[src/rtl/peak_event_pkg.sv]
// Shared types for the peak event detector: FSM state, event record layout,
// drop counter width and its saturating increment.
package peak_event_pkg;

  localparam int DATA_W  = 16;
  localparam int TS_W    = 32;
  localparam int WIDTH_W = 10;
  localparam int DROP_W  = 16;

  typedef enum logic [1:0] {
    IDLE  = 2'd0,
    TRACK = 2'd1,
    EMIT  = 2'd2,
    DEAD  = 2'd3
  } state_e;

  typedef struct packed {
    logic signed [DATA_W-1:0] amplitude;
    logic [TS_W-1:0]          timestamp;
    logic [WIDTH_W-1:0]       width;
    logic                     truncated;
    logic                     pileup;
  } event_rec_t;

  function automatic logic [DROP_W-1:0] sat_inc_drop(input logic [DROP_W-1:0] v);
    if (v == {DROP_W{1'b1}}) begin
      return v;
    end else begin
      return v + {{(DROP_W-1){1'b0}}, 1'b1};
    end
  endfunction

endpackage

[src/rtl/peak_event_outreg.sv]
// Single-entry valid/ready holding register. A load is accepted when the slot is
// empty or is being drained in the same cycle; otherwise the load is dropped.
module peak_event_outreg
  import peak_event_pkg::*;
(
  input  logic       clk,
  input  logic       reset,
  input  logic       load,
  input  event_rec_t load_rec,
  input  logic       out_ready,
  output logic       out_valid,
  output event_rec_t out_rec,
  output logic       drop
);

  logic       valid_q, valid_d;
  event_rec_t rec_q, rec_d;
  logic       free_s;

  // Load/accept/drop decision for the holding slot
  always_comb begin
    free_s  = !valid_q || out_ready;
    valid_d = valid_q;
    rec_d   = rec_q;
    drop    = 1'b0;
    if (load) begin
      if (free_s) begin
        valid_d = 1'b1;
        rec_d   = load_rec;
      end else begin
        drop = 1'b1;
      end
    end else if (valid_q && out_ready) begin
      valid_d = 1'b0;
    end else begin
      valid_d = valid_q;
    end
  end

  // Slot registers
  always_ff @(posedge clk) begin
    if (reset) begin
      valid_q <= 1'b0;
      rec_q   <= {$bits(event_rec_t){1'b0}};
    end else begin
      valid_q <= valid_d;
      rec_q   <= rec_d;
    end
  end

  assign out_valid = valid_q;
  assign out_rec   = rec_q;

endmodule

[src/rtl/peak_event_detector.sv]
// Threshold-triggered pulse detector: one peak/timestamp/width record per pulse.
// Optional pile-up flagging is built only when PEAK_PILEUP_DETECT_EN is defined.
module peak_event_detector
  import peak_event_pkg::*;
#(
  parameter int SIZE_FILTER_DATA = DATA_W,
  parameter int TS_WIDTH         = TS_W,
  parameter int WIDTH_BITS       = WIDTH_W,
  parameter int MAX_WIDTH        = 1023,
  parameter int DEAD_TIME        = 8,
  parameter int PILEUP_HYST      = 64
) (
  input  logic                               clk,
  input  logic                               reset,
  input  logic signed [SIZE_FILTER_DATA-1:0] filter_data,
  input  logic signed [SIZE_FILTER_DATA-1:0] threshold,
  output logic                               out_valid,
  input  logic                               out_ready,
  output logic signed [SIZE_FILTER_DATA-1:0] out_amplitude,
  output logic [TS_WIDTH-1:0]                out_timestamp,
  output logic [WIDTH_BITS-1:0]              out_width,
  output logic                               out_truncated,
  output logic                               out_pileup,
  output logic [DROP_W-1:0]                  drop_count,
  output logic                               busy
);

  localparam int DEAD_CW = (DEAD_TIME > 3) ? $clog2(DEAD_TIME + 1) : 2;

  state_e                             state_q, state_d;
  logic [TS_WIDTH-1:0]                ts_q, ts_d, peak_ts_q, peak_ts_d;
  logic signed [SIZE_FILTER_DATA-1:0] peak_q, peak_d;
  logic [WIDTH_BITS-1:0]              width_q, width_d, width_inc;
  logic                               trunc_q, trunc_d;
  logic [DEAD_CW-1:0]                 dead_q, dead_d;
  logic [DROP_W-1:0]                  drop_count_q, drop_count_d;
  logic                               busy_q;
  logic                               above, pileup_s, emit_load, drop_s;
  event_rec_t                         emit_rec, held_rec;

  assign above     = filter_data > threshold;
  assign width_inc = width_q + WIDTH_BITS'(1);

  // Pulse tracker next-state and datapath
  always_comb begin
    state_d   = state_q;
    ts_d      = ts_q + TS_WIDTH'(1);
    peak_d    = peak_q;
    peak_ts_d = peak_ts_q;
    width_d   = width_q;
    trunc_d   = trunc_q;
    dead_d    = dead_q;
    case (state_q)
      IDLE: begin
        if (above) begin
          state_d   = TRACK;
          peak_d    = filter_data;
          peak_ts_d = ts_q;
          width_d   = WIDTH_BITS'(1);
          trunc_d   = 1'b0;
        end else begin
          state_d = IDLE;
        end
      end
      TRACK: begin
        if (!above) begin
          state_d = EMIT;
        end else begin
          width_d = width_inc;
          // strict compare keeps the earliest sample of a plateau
          if (filter_data > peak_q) begin
            peak_d    = filter_data;
            peak_ts_d = ts_q;
          end else begin
            peak_d    = peak_q;
          end
          if (width_inc == WIDTH_BITS'(MAX_WIDTH)) begin
            state_d = EMIT;
            trunc_d = 1'b1;
          end else begin
            state_d = TRACK;
          end
        end
      end
      EMIT: begin
        if (DEAD_TIME == 0) begin
          state_d = IDLE;
        end else begin
          state_d = DEAD;
          dead_d  = DEAD_CW'(DEAD_TIME);
        end
      end
      DEAD: begin
        dead_d = dead_q - DEAD_CW'(1);
        if (dead_q <= DEAD_CW'(2)) begin
          state_d = IDLE;
        end else begin
          state_d = DEAD;
        end
      end
      default: state_d = IDLE;
    endcase
  end

  // Saturating count of records lost to an occupied output register
  always_comb begin
    if (drop_s) begin
      drop_count_d = sat_inc_drop(drop_count_q);
    end else begin
      drop_count_d = drop_count_q;
    end
  end

  // FSM, timestamp and pulse registers
  always_ff @(posedge clk) begin
    if (reset) begin
      state_q      <= IDLE;
      ts_q         <= {TS_WIDTH{1'b0}};
      peak_q       <= {SIZE_FILTER_DATA{1'b0}};
      peak_ts_q    <= {TS_WIDTH{1'b0}};
      width_q      <= {WIDTH_BITS{1'b0}};
      trunc_q      <= 1'b0;
      dead_q       <= {DEAD_CW{1'b0}};
      drop_count_q <= {DROP_W{1'b0}};
      busy_q       <= 1'b0;
    end else begin
      state_q      <= state_d;
      ts_q         <= ts_d;
      peak_q       <= peak_d;
      peak_ts_q    <= peak_ts_d;
      width_q      <= width_d;
      trunc_q      <= trunc_d;
      dead_q       <= dead_d;
      drop_count_q <= drop_count_d;
      busy_q       <= (state_d != IDLE);
    end
  end

`ifdef PEAK_PILEUP_DETECT_EN
  localparam int EXT_W = SIZE_FILTER_DATA + 2;

  logic signed [EXT_W-1:0]            hyst_ext, data_ext, peak_ext, min_ext;
  logic signed [SIZE_FILTER_DATA-1:0] min_q, min_d;
  logic                               falling_q, falling_d, pile_q, pile_d;

  assign hyst_ext = EXT_W'(PILEUP_HYST);
  assign data_ext = EXT_W'(filter_data);
  assign peak_ext = EXT_W'(peak_q);
  assign min_ext  = EXT_W'(min_q);

  // Fall below peak by the hysteresis, then re-rise above the running minimum
  always_comb begin
    falling_d = falling_q;
    pile_d    = pile_q;
    min_d     = min_q;
    if (state_q == IDLE && above) begin
      falling_d = 1'b0;
      pile_d    = 1'b0;
      min_d     = {SIZE_FILTER_DATA{1'b0}};
    end else if (state_q == TRACK && above) begin
      if (falling_q) begin
        if (data_ext >= min_ext + hyst_ext) begin
          pile_d = 1'b1;
        end else begin
          pile_d = pile_q;
        end
        if (filter_data < min_q) begin
          min_d = filter_data;
        end else begin
          min_d = min_q;
        end
      end else if (data_ext <= peak_ext - hyst_ext) begin
        falling_d = 1'b1;
        min_d     = filter_data;
      end else begin
        falling_d = falling_q;
      end
    end else begin
      falling_d = falling_q;
    end
  end

  // Pile-up tracking registers
  always_ff @(posedge clk) begin
    if (reset) begin
      falling_q <= 1'b0;
      pile_q    <= 1'b0;
      min_q     <= {SIZE_FILTER_DATA{1'b0}};
    end else begin
      falling_q <= falling_d;
      pile_q    <= pile_d;
      min_q     <= min_d;
    end
  end

  assign pileup_s = pile_q;
`else
  assign pileup_s = 1'b0;
`endif

  assign emit_load          = (state_q == EMIT);
  assign emit_rec.amplitude = peak_q;
  assign emit_rec.timestamp = peak_ts_q;
  assign emit_rec.width     = width_q;
  assign emit_rec.truncated = trunc_q;
  assign emit_rec.pileup    = pileup_s;

  peak_event_outreg u_outreg (
    .clk       (clk),
    .reset     (reset),
    .load      (emit_load),
    .load_rec  (emit_rec),
    .out_ready (out_ready),
    .out_valid (out_valid),
    .out_rec   (held_rec),
    .drop      (drop_s)
  );

  assign out_amplitude = held_rec.amplitude;
  assign out_timestamp = held_rec.timestamp;
  assign out_width     = held_rec.width;
  assign out_truncated = held_rec.truncated;
  assign out_pileup    = held_rec.pileup;
  assign drop_count    = drop_count_q;
  assign busy          = busy_q;

endmodule

[config.mk]
export PLATFORM = sky130hd
export DESIGN_NAME = peak_event_detector
export DESIGN_NICKNAME = d
export VERILOG_FILES = /design/src/rtl/peak_event_pkg.sv /design/src/rtl/peak_event_outreg.sv /design/src/rtl/peak_event_detector.sv
export SDC_FILE = /design/constraint.sdc
export NUM_CORES = 1
export LEC_CHECK = 0
export BUFFER_PORTS_ARGS = -buffer_cell sky130_fd_sc_hd__buf_4
export CORE_UTILIZATION = 30
export CTS_BUF_LIST = sky130_fd_sc_hd__clkbuf_4
export DETAILED_ROUTE_END_ITERATION = 8
export PLACE_DENSITY = 0.52
export SETUP_SLACK_MARGIN = 0.15
export SYNTH_ARGS = -nofsm -noshare
export SYNTH_HDL_FRONTEND = slang
export SYNTH_SLANG_ARGS = --single-unit
export TNS_END_PERCENT = 5
[constraint.sdc]
create_clock -name clk -period 2.3 [get_ports clk]
set_input_delay 0.46 -clock clk [delete_from_list [all_inputs] [get_ports clk]]
set_output_delay 0.46 -clock clk [all_outputs]
set_load 0.03 [all_outputs]
==> metrics.md, run 1 <==
| Metric | Value |
|---|---|
| Status | finished with violations |
| Failing checks | design-rule violations, negative setup slack |
| Total power | 6.20 mW |
| Worst-margin pin slew | 0.785 ns |
| Count of final setup violators | 48 |
| Clock-pin slew on the worst setup and hold paths | 0.14 ns |
| Largest net degree at the start of global routing | 171 |
| Worst hold margin | 0.186 ns |
| Nets | 1,160 |
| Cells along the critical path | inv_2 > ha_4 > nand4_1 > nor4_4 > a221oi_2 > buf_4 > mux2i_4 > and3_4 > clkbuf_16 > a31o_1 |
| Final Cycle Share | 106% |
| EDFF count, synth | 0 |
| Fin crit period | 2.43 ns |
| Number of port buffers | 111 |
| Finished Layout Cells | 1,436 |
| RD Place Congestion | 0.761 |
| Final instance area | 10,400 um^2 |
| RSZ-0062 raised after global routing | true |
| First-pass GRT wire length | 35,200 um |
| CTS hold repair buffers | 0 |
| Min-delay src | filter_data[12] |
| Tightest Hold Check Type | in2reg |
| Syn Nets | 1,022 |
| Yosys top cell area share | 43.2% |
| Sum of buffers and inverters on the critical path | 3 |
| Max-cap violations | 0 |
| Family with the most delay on the worst path | simple AND/OR/NAND/NOR gates |
| Num CTS Buffers | 17 |
| Slew headroom | 47.7% |
| Max incr delay on CP | 0.37 ns |
| Clk_lat worst skew | 0.55 ns |
| Area contributors post-synth | dfxtp_1 43%, nand2_1 7.4%, a21oi_1 6.1%, ha_1 5.9%, a31o_1 5.1% |
| Synth Flop Type | dfxtp_1 |
| Final core occ | 39.6% |
| DIE HEIGHT | 166 um |
| Synth-to-layout area growth | 28.7% |
| WP data required | 2.79 ns |
| Worst r2r src | peak_q[11]$_SDFFE_PP0P_ |
| Io pins | 113 |
| Worst Clk Skew | 0.0258 ns |
| # DRC | 9 |
| WL/cell | 15.0 um |
| Vias in the first global route | 6,719 |
| Final WL | 21,500 um |
| Warnings, synthesis | 0 |
| Worst Setup SP | peak_q[11]$_SDFFE_PP0P_ |
| Dpl hpwl | 14,200 um |
| # rows | 59 |
| Leading cell type in the layout, fill and taps excluded | buf_4 |
| Clk root buf | clkbuf_4 |
| #FFs+latches synth | 174 |
| Worst Path Arrival | 2.92 ns |
| VDD IR max | 309 uV |
| Max FO, Critical Path | 8 |
| Final antenna-violating net count | 0 |
| Vias post-DR | 7,070 |
| Die area | 27,600 um^2 |
| Initial antenna violation count | 1 |
| Layout cells sized above 1 | 27.0% |
| Initial Util | 30.8% |
| Chip width | 166 um |
| 1st-iter DRT viols | 390 |
| CTS max path bufs | 2 |
| CP Capture Type | flop |
| CP startpoint kind | flop |
| Core area | 26,200 um^2 |
| Async SR Flop Fraction | 0% |
| Setup WS pre-CTS | -0.424 ns |
| Cell count after synthesis | 949 |
| Clock sinks | 174 |
| Critical path class | reg2reg |
| CTS tree | built |
| Most frequent cells in the layout | 170 x buf_4, 158 x dfxtp_1, 156 x nand2_1 |
| Total negative slack | -4.03 ns |
| PnR worst setup slack | -0.131 ns |
| Final Max Tran Viols | 0 |
| Critical-path top delay cell | dfxtp_2 |
| Mapped Area | 8070 um^2 |
| Placed Instance Area | 9740 um^2 |
| Pre-antenna DRT Iters | 7 |
| GRT Total Usage | 15.6% |
| Synth Area per Inst | 8.50 um^2 |
| Synth cell types | 56 |
| PD cells | 597 nW/um^2 |
| Fin. Hold Viols | 0 |
| Overflow after GRT | 0 |
| Max H-tree Level | 4 |
| Placed cells | 1,393 |
| Fmax | 411 MHz |
| Post-synth top area cell | dfxtp_1 |
| Post-synthesis sequential area ratio | 43.2% |
| Vias per cell | 4.92 |
| Leakage | 3.93 nW |
cells in the mapped netlist, types with 8 or more instances:
| cell | n |
|---|---|
| ha_1 | 38 |
| inv_1 | 70 |
| nand2_1 | 159 |
| xnor2_1 | 9 |
| a31o_1 | 47 |
| dfxtp_1 | 174 |
| nor2_1 | 56 |
| nand4_1 | 33 |
| a311oi_1 | 33 |
| clkbuf_1 | 48 |
| nand3_1 | 16 |
| and3_1 | 12 |
| and4_1 | 9 |
| a21oi_1 | 99 |
| or3_1 | 8 |
| xor2_1 | 32 |
| o21ai_0 | 12 |
path summary, 6_finish.rpt:
kind | endpoint | slack [ns] | depth (start not counted)
max | peak_ts_q[24]$_SDFFE_PP0P_ | -0.13 | 10
min | peak_q[12]$_SDFFE_PP0P_ | 0.19 | 3
max reg2reg | peak_ts_q[24]$_SDFFE_PP0P_ | -0.13 | 10
min reg2reg | u_outreg.out_rec[48]$_SDFFE_PP0P_ | 0.46 | 2
where the power goes:
group | total (mW) | switching (mW) | leakage (nW) | internal (mW)
combinational | 1.18 | 0.662 | 2.35 | 0.515
sequential | 3.13 | 0.0477 | 1.41 | 3.09
clock | 1.89 | 1.10 | 0.173 | 0.790
total | 6.20 | 1.81 | 3.93 | 4.39
sequential cells by signal, summed over array words and instances, names as in the netlist:
name and count:
state_q 2, dead_q 4, u_outreg.out_valid 1, u_outreg.out_rec 59, drop_count 16, ts_q 32, peak_ts_q 32, trunc_q 1
peak_q 16, width_q 10, busy 1
routing by layer:
metal / vias up / share of wire (%) / track usage (%)
met4: 0 / 0.60 / 3.17
met1: 3356 / 50 / 21.8
li1: 3596 / - / -
met3: 8 / 3.2 / 3.29
met2: 110 / 46 / 24.6
met5: - / 0 / 0
kinds of logic after synthesis:
kind of cell / synth area share [%]
DFF: 43.2
adders and majority gates: 5.89
buffers and inverters: 7.16
and+or+nand+nor: 19.6
muxes: 0.791
other: 0.0465
AOI/OAI and AO/OA: 18.9
xor gates and xnor gates: 4.45
area by class of cell:
cell class / count / area (um^2)
fillers: 2683 / 15800
multi-input cells: 637 / 4320
flip-flops and latches: 174 / 3500
repair buffers: 186 / 1560
well taps: 335 / 419
inverters: 71 / 279
clock inverters: 13 / 161
clock buffers: 19 / 143
diodes: 1 / 2.50
worst min-delay path, cell delays in order:
cell and delay (ns):
buf_4 0.12, nand4_1 0.06, a21oi_1 0.06
what timing repair did:
item	4_1_cts	5_1_grt
gates cloned	0	3
hold endpoints to repair	0	0
pin swaps	5	27
setup buffers	3	4
endpoints found under the setup margin	49	62
resized for setup	23	34
No activity file was read; power rests on OpenSTA's default activity.
==> run 2: changes to the inputs <==
--- a/config.mk
+++ b/config.mk
@@ -6,6 +6,7 @@
 export NUM_CORES = 1
 export LEC_CHECK = 0
 export BUFFER_PORTS_ARGS = -buffer_cell sky130_fd_sc_hd__buf_4
+export CORE_ASPECT_RATIO = 0.9
 export CORE_UTILIZATION = 30
 export CTS_BUF_LIST = sky130_fd_sc_hd__clkbuf_4
 export DETAILED_ROUTE_END_ITERATION = 8
==> run 2 against run 1 <==
Against the previous run:
- the run ends with negative setup slack left
- hold slack got worse by 0.017 ns
- setup slack improved by 0.024 ns
- die area about the same
- clock power is 4% lower
- utilization is 0.21 points higher
- clock skew is 0.0079 ns lower
- non-clock buffer count increased by 4
- sequential share of layout area is 0.19 points lower
- critical path type unchanged
- critical endpoint is now peak_ts_q[11]$_SDFFE_PP0P_
==> metrics.md, run 2 (synthesis gave the netlist of run 1 again) <==
| Metric | Value |
|---|---|
| Status | finished with violations |
| Failing checks | negative setup slack |
| Worst Clk Skew | 0.0179 ns |
| Io pins | 113 |
| Final antenna-violating net count | 0 |
| PD cells | 587 nW/um^2 |
| Initial Util | 30.8% |
| Most frequent cells in the layout | 170 x buf_4, 159 x dfxtp_1, 157 x nand2_1 |
| R2R cell count | 10 |
| Fin. Hold Viols | 0 |
| Final WL | 21,500 um |
| Core area | 26,200 um^2 |
| Max FO, Critical Path | 15 |
| Die area | 27,600 um^2 |
| Fin crit period | 2.41 ns |
| CTS tree | built |
| Vias per cell | 4.89 |
| Final Cycle Share | 105% |
| Number of flip-flops in the largest register | 59 |
| Leakage | 3.95 nW |
| PnR worst setup slack | -0.107 ns |
| DIE HEIGHT | 158 um |
| WL/cell | 14.8 um |
| Clk root buf | clkbuf_4 |
| Min-delay src | filter_data[7] |
| Pre-antenna DRT Iters | 5 |
| Vias in the first global route | 6,712 |
| VDD IR max | 313 uV |
| Nets | 1,164 |
| Final Max Tran Viols | 0 |
| RD Place Congestion | 0.770 |
| # rows | 56 |
| Synth-to-layout area growth | 29.4% |
| Tightest Hold Check Type | in2reg |
| Worst Setup SP | peak_q[12]$_SDFFE_PP0P_ |
| CP Capture Type | flop |
| Largest net degree at the start of global routing | 69 |
| RSZ-0062 raised after global routing | true |
| Overflow after GRT | 0 |
| CTS hold repair buffers | 0 |
| Reg2reg end | peak_ts_q[11]$_SDFFE_PP0P_ |
| Max H-tree Level | 4 |
| # DRC | 0 |
| Clock-pin slew on the worst setup and hold paths | 0.16 ns |
| Fillcell total | 2,703 |
| Worst hold margin | 0.168 ns |
| 1st-iter DRT viols | 357 |
| Count of final setup violators | 34 |
| GRT Total Usage | 15.9% |
| Vias post-DR | 7,102 |
| Clk_lat worst skew | 0.57 ns |
| Worst r2r src | peak_q[12]$_SDFFE_PP0P_ |
| Initial antenna violation count | 1 |
| Fmax | 415 MHz |
| Num CTS Buffers | 17 |
| Worst setup endpoint | peak_ts_q[11]$_SDFFE_PP0P_ |
| Layout cells sized above 1 | 26.9% |
| Critical path class | reg2reg |
| Dpl hpwl | 15,000 um |
| WP data required | 2.82 ns |
| Number of port buffers | 111 |
| Worst Path Arrival | 2.93 ns |
| CP startpoint kind | flop |
| Max-cap violations | 0 |
| Placed cells | 1,411 |
| First-pass GRT wire length | 35,400 um |
| Finished Layout Cells | 1,453 |
| Clock sinks | 174 |
| CTS max path bufs | 2 |
| Reg2reg setup slack | -0.11 ns |
| Leading cell type in the layout, fill and taps excluded | buf_4 |
| Chip width | 175 um |
| Setup WS pre-CTS | -0.467 ns |
run 2: per-layer routing:
metal	vias to the layer above	track usage [%]	part of all wire, %	wire (um)
li1	3611	-	-	-
met1	3343	22.3	51	10900
met2	140	25.2	45	9690
met4	0	3.23	0.55	119
met5	-	0	0	0
met3	8	3.05	3.7	794
run 2: how the worst min path moves through the flow:
stage | to | slack [ns] | cells past startpoint
2_1_floorplan | ts_q[0]$_SDFF_PP0_ | 0.43 | 1
3_3_place_gp | u_outreg.out_rec[50]$_SDFFE_PP0P_ | 0.44 | 2
3_5_place_dp | u_outreg.out_rec[34]$_SDFFE_PP0P_ | 0.44 | 2
4_1_cts | peak_q[6]$_SDFFE_PP0P_ | 0.11 | 3
5_1_grt | peak_q[7]$_SDFFE_PP0P_ | 0.11 | 3
6_report | peak_q[7]$_SDFFE_PP0P_ | 0.17 | 3
run 2: cell type report:
class	instances	area (um^2)	share of cell area (%)
multi-input cells	637	4320	41.4
flip-flops and latches	174	3500	33.5
repair buffers	190	1620	15.5
well taps	348	435	4.17
inverters	71	279	2.67
clock inverters	15	159	1.52
clock buffers	17	128	1.22
diodes	1	2.50	0.0240
run 2: critical path, stage by stage, from the launching register on:
cell and delay (ns):
dfxtp_2 0.36, inv_2 0.04, ha_1 0.26, nand4_1 0.22, nor4_4 0.32, a221oi_2 0.10
buf_4 0.15, mux2i_4 0.28, and3_4 0.32, buf_12 0.16, a31o_1 0.14
run 2: repair_timing:
item / CTS / global route
cloned: 0 / 2
setup buffers: 1 / 6
resized for setup: 24 / 35
pin swaps: 17 / 28
setup endpoints to repair: 49 / 64
run 2: where the power goes:
part           switching (mW)  total, mW  leakage (nW)  internal (mW)
registers              0.0486       3.13          1.41           3.09
clock network            1.16       1.82         0.151          0.660
logic                   0.655       1.18          2.38          0.523
run 2: per-stage QoR:
| stage | area, um^2 | setup TNS (ns) | power, mW | util (%) |
|---|---|---|---|---|
| global route | 10400 | -8.91 | 6.47 | 39.8 |
| floorplan | 8230 | -3.38 | 3.82 | - |
| CTS | 10200 | -1.45 | 6.11 | 39.0 |
| global placement | 9830 | -20.98 | 4.24 | 37.5 |
| finish | 10400 | -2.95 | 6.13 | 39.8 |
| detailed placement | 9830 | -22.93 | 4.25 | 37.5 |
==> run 3: changes to the inputs <==
--- a/config.mk
+++ b/config.mk
@@ -5,12 +5,12 @@
 export SDC_FILE = /design/constraint.sdc
 export NUM_CORES = 1
 export LEC_CHECK = 0
-export BUFFER_PORTS_ARGS = -buffer_cell sky130_fd_sc_hd__buf_4
 export CORE_ASPECT_RATIO = 0.9
-export CORE_UTILIZATION = 30
+export CORE_UTILIZATION = 50
 export CTS_BUF_LIST = sky130_fd_sc_hd__clkbuf_4
 export DETAILED_ROUTE_END_ITERATION = 8
-export PLACE_DENSITY = 0.52
+export DONT_BUFFER_PORTS = 1
+export PLACE_DENSITY = 0.71
 export SETUP_SLACK_MARGIN = 0.15
 export SYNTH_ARGS = -nofsm -noshare
 export SYNTH_HDL_FRONTEND = slang
==> run 3 against run 2 <==
Against the previous run:
- the flow still finishes with violations (negative setup slack)
- clock skew grew 0.0049 ns
- first-iteration DRC count rose by 26%
- sequential share of layout area grew 0.12 points
- total power rose by 1.8%
- largest power group unchanged
==> metrics.md, run 3 (synthesis gave the netlist of run 1 again) <==
| Metric | Value |
|---|---|
| Fmax | 397 MHz |
| CP startpoint kind | flop |
| CTS max path bufs | 2 |
| Dpl hpwl | 12,400 um |
| Chip width | 136 um |
| Max incr delay on CP | 0.35 ns |
| WP data required | 2.78 ns |
| CTS tree | built |
| Hold Crit Endpoint | state_q[0]$_SDFF_PP0_ |
| PD cells | 599 nW/um^2 |
| Leakage | 3.89 nW |
| Max H-tree Level | 4 |
| Fillcell total | 1,246 |
| Overflow after GRT | 0 |
| Failing checks | negative setup slack |
| Met3 Usage GRT | 6.36% |
| WL/cell | 16.6 um |
| Num CTS Buffers | 17 |
| Nets | 1,126 |
| Clk root buf | clkbuf_4 |
| Total negative slack | -8.50 ns |
| Most frequent cells in the layout | 158 x nand2_1, 157 x dfxtp_1, 89 x a21oi_1 |
| Worst Path Arrival | 3.00 ns |
| RSZ-0062 raised after global routing | true |
| Worst-margin pin slew | 0.604 ns |
| Largest net degree at the start of global routing | 89 |
| Vias in the first global route | 6,528 |
| Ant. Diodes | 0 |
| R2R cell count | 11 |
| Initial Util | 51.7% |
| Worst r2r src | peak_q[10]$_SDFFE_PP0P_ |
| Critical path class | reg2reg |
| Leading cell type in the layout, fill and taps excluded | nand2_1 |
| Sum of buffers and inverters on the critical path | 4 |
| Final Cycle Share | 110% |
| Max-cap violations | 0 |
| Pre-antenna DRT Iters | 5 |
| Final antenna-violating net count | 0 |
| Total power | 6.24 mW |
| GRT Total Usage | 24.8% |
| PnR worst setup slack | -0.221 ns |
| Fin. Hold Viols | 0 |
| Initial antenna violation count | 0 |
| Layout cells sized above 1 | 21.1% |
| # rows | 43 |
| Final WL | 21,000 um |
| Count of final setup violators | 47 |
| Tightest Hold Check Type | in2reg |
| Fin crit period | 2.52 ns |
| Clock-pin slew on the worst setup and hold paths | 0.15 ns |
| Vias per cell | 5.70 |
| First-pass GRT wire length | 32,700 um |
| Die area | 16,700 um^2 |
| Placed cells | 1,156 |
| Critical-path top delay cell | dfxtp_2 |
| Final Max Tran Viols | 0 |
| Clk_lat worst skew | 0.58 ns |
| RD Place Congestion | 0.818 |
| Family with the most delay on the worst path | compound AO/OA/AOI/OAI gates |
| Clock sinks | 174 |
| Status | finished with violations |
| Number of flip-flops in the largest register | 59 |
| Reg2reg end | peak_ts_q[10]$_SDFFE_PP0P_ |
| Vias post-DR | 7,223 |
| Number of port buffers | 0 |
| GR Util met2 | 40.2% |
| Core area | 15,600 um^2 |
| DIE HEIGHT | 123 um |
| VDD IR max | 432 uV |
| 1st-iter DRT viols | 450 |
| Min-delay src | reset |
| Cells along the critical path | inv_1 > ha_4 > nand4_1 > buf_4 > nor2_2 > a221oi_4 > mux2i_4 > buf_12 > clkbuf_16 > a311oi_2 > a31o_1 |
| # DRC | 0 |
| Finished Layout Cells | 1,267 |
| Worst Clk Skew | 0.0228 ns |
| Synth-to-layout area growth | 29.0% |
| Reg2reg setup slack | -0.22 ns |
| CP Capture Type | flop |
| Hold Crit Depth | 2 |
| Met1 global-route usage | 33.0% |
| Max FO, Critical Path | 8 |
| GRT Max-Usage Layer | met2 |
| Slew headroom | 59.2% |
| Io pins | 113 |
==> run 3: final cells by class <==
type                       instances  area (um^2)  area share [%]
multi-input combinational        637         4490            43.1
clock inverter                    13          170            1.63
inverter                          71          279            2.68
timing repair buffer             152         1580            15.2
tap                              202          253            2.43
clock buffer                      18          135            1.30
sequential                       174         3500            33.7
==> run 3: worst max-delay path by stage <==
stage	to	depth (start not counted)	slack [ns]	from
3_5_place_dp	peak_ts_q[1]$_SDFFE_PP0P_	11	-0.29	threshold[5]
6_report	peak_ts_q[10]$_SDFFE_PP0P_	11	-0.22	peak_q[10]$_SDFFE_PP0P_
5_1_grt	peak_ts_q[6]$_SDFFE_PP0P_	11	-0.27	peak_q[10]$_SDFFE_PP0P_
2_1_floorplan	width_q[4]$_SDFFE_PP0P_	11	-0.08	threshold[1]
4_1_cts	peak_ts_q[9]$_SDFFE_PP0P_	10	-0.08	peak_q[7]$_SDFFE_PP0P_
3_3_place_gp	peak_ts_q[18]$_SDFFE_PP0P_	11	-0.26	threshold[5]
==> run 3: metal layers <==
layer	wire length (um)	part of all wire, %	vias to the layer above
li1	-	-	3534
met1	9500	45	3454
met2	10000	48	216
met3	1270	6.0	19
met4	229	1.1	0
met5	0	0	-
==> run 3: stage by stage <==
stage          setup slack [ns]  hold slack (ns)  area [um^2]  utilization [%]
5_1_grt                  -0.266           0.0370        10400             66.7
2_1_floorplan           -0.0760            0.426         8230                -
3_3_place_gp             -0.257            0.436         8790             56.3
3_5_place_dp             -0.294            0.438         8790             56.3
6_report                 -0.221            0.109        10400             66.7
4_1_cts                 -0.0845          0.00544         9970             63.9
==> run 3: timing repair <==
action                     CTS  global route
hold buffers                60             2
pin swaps                    5            39
resized for setup           32            63
buffers inserted             7             5
gates cloned                 2             4
hold endpoints to repair   130             2
setup endpoints to repair   49            87
==> run 3: power by group <==
group | switching, mW | leakage (nW) | internal [mW]
clock network | 1.06 | 0.164 | 0.858
logic | 0.629 | 2.31 | 0.547
registers | 0.0632 | 1.41 | 3.08
total | 1.75 | 3.89 | 4.49
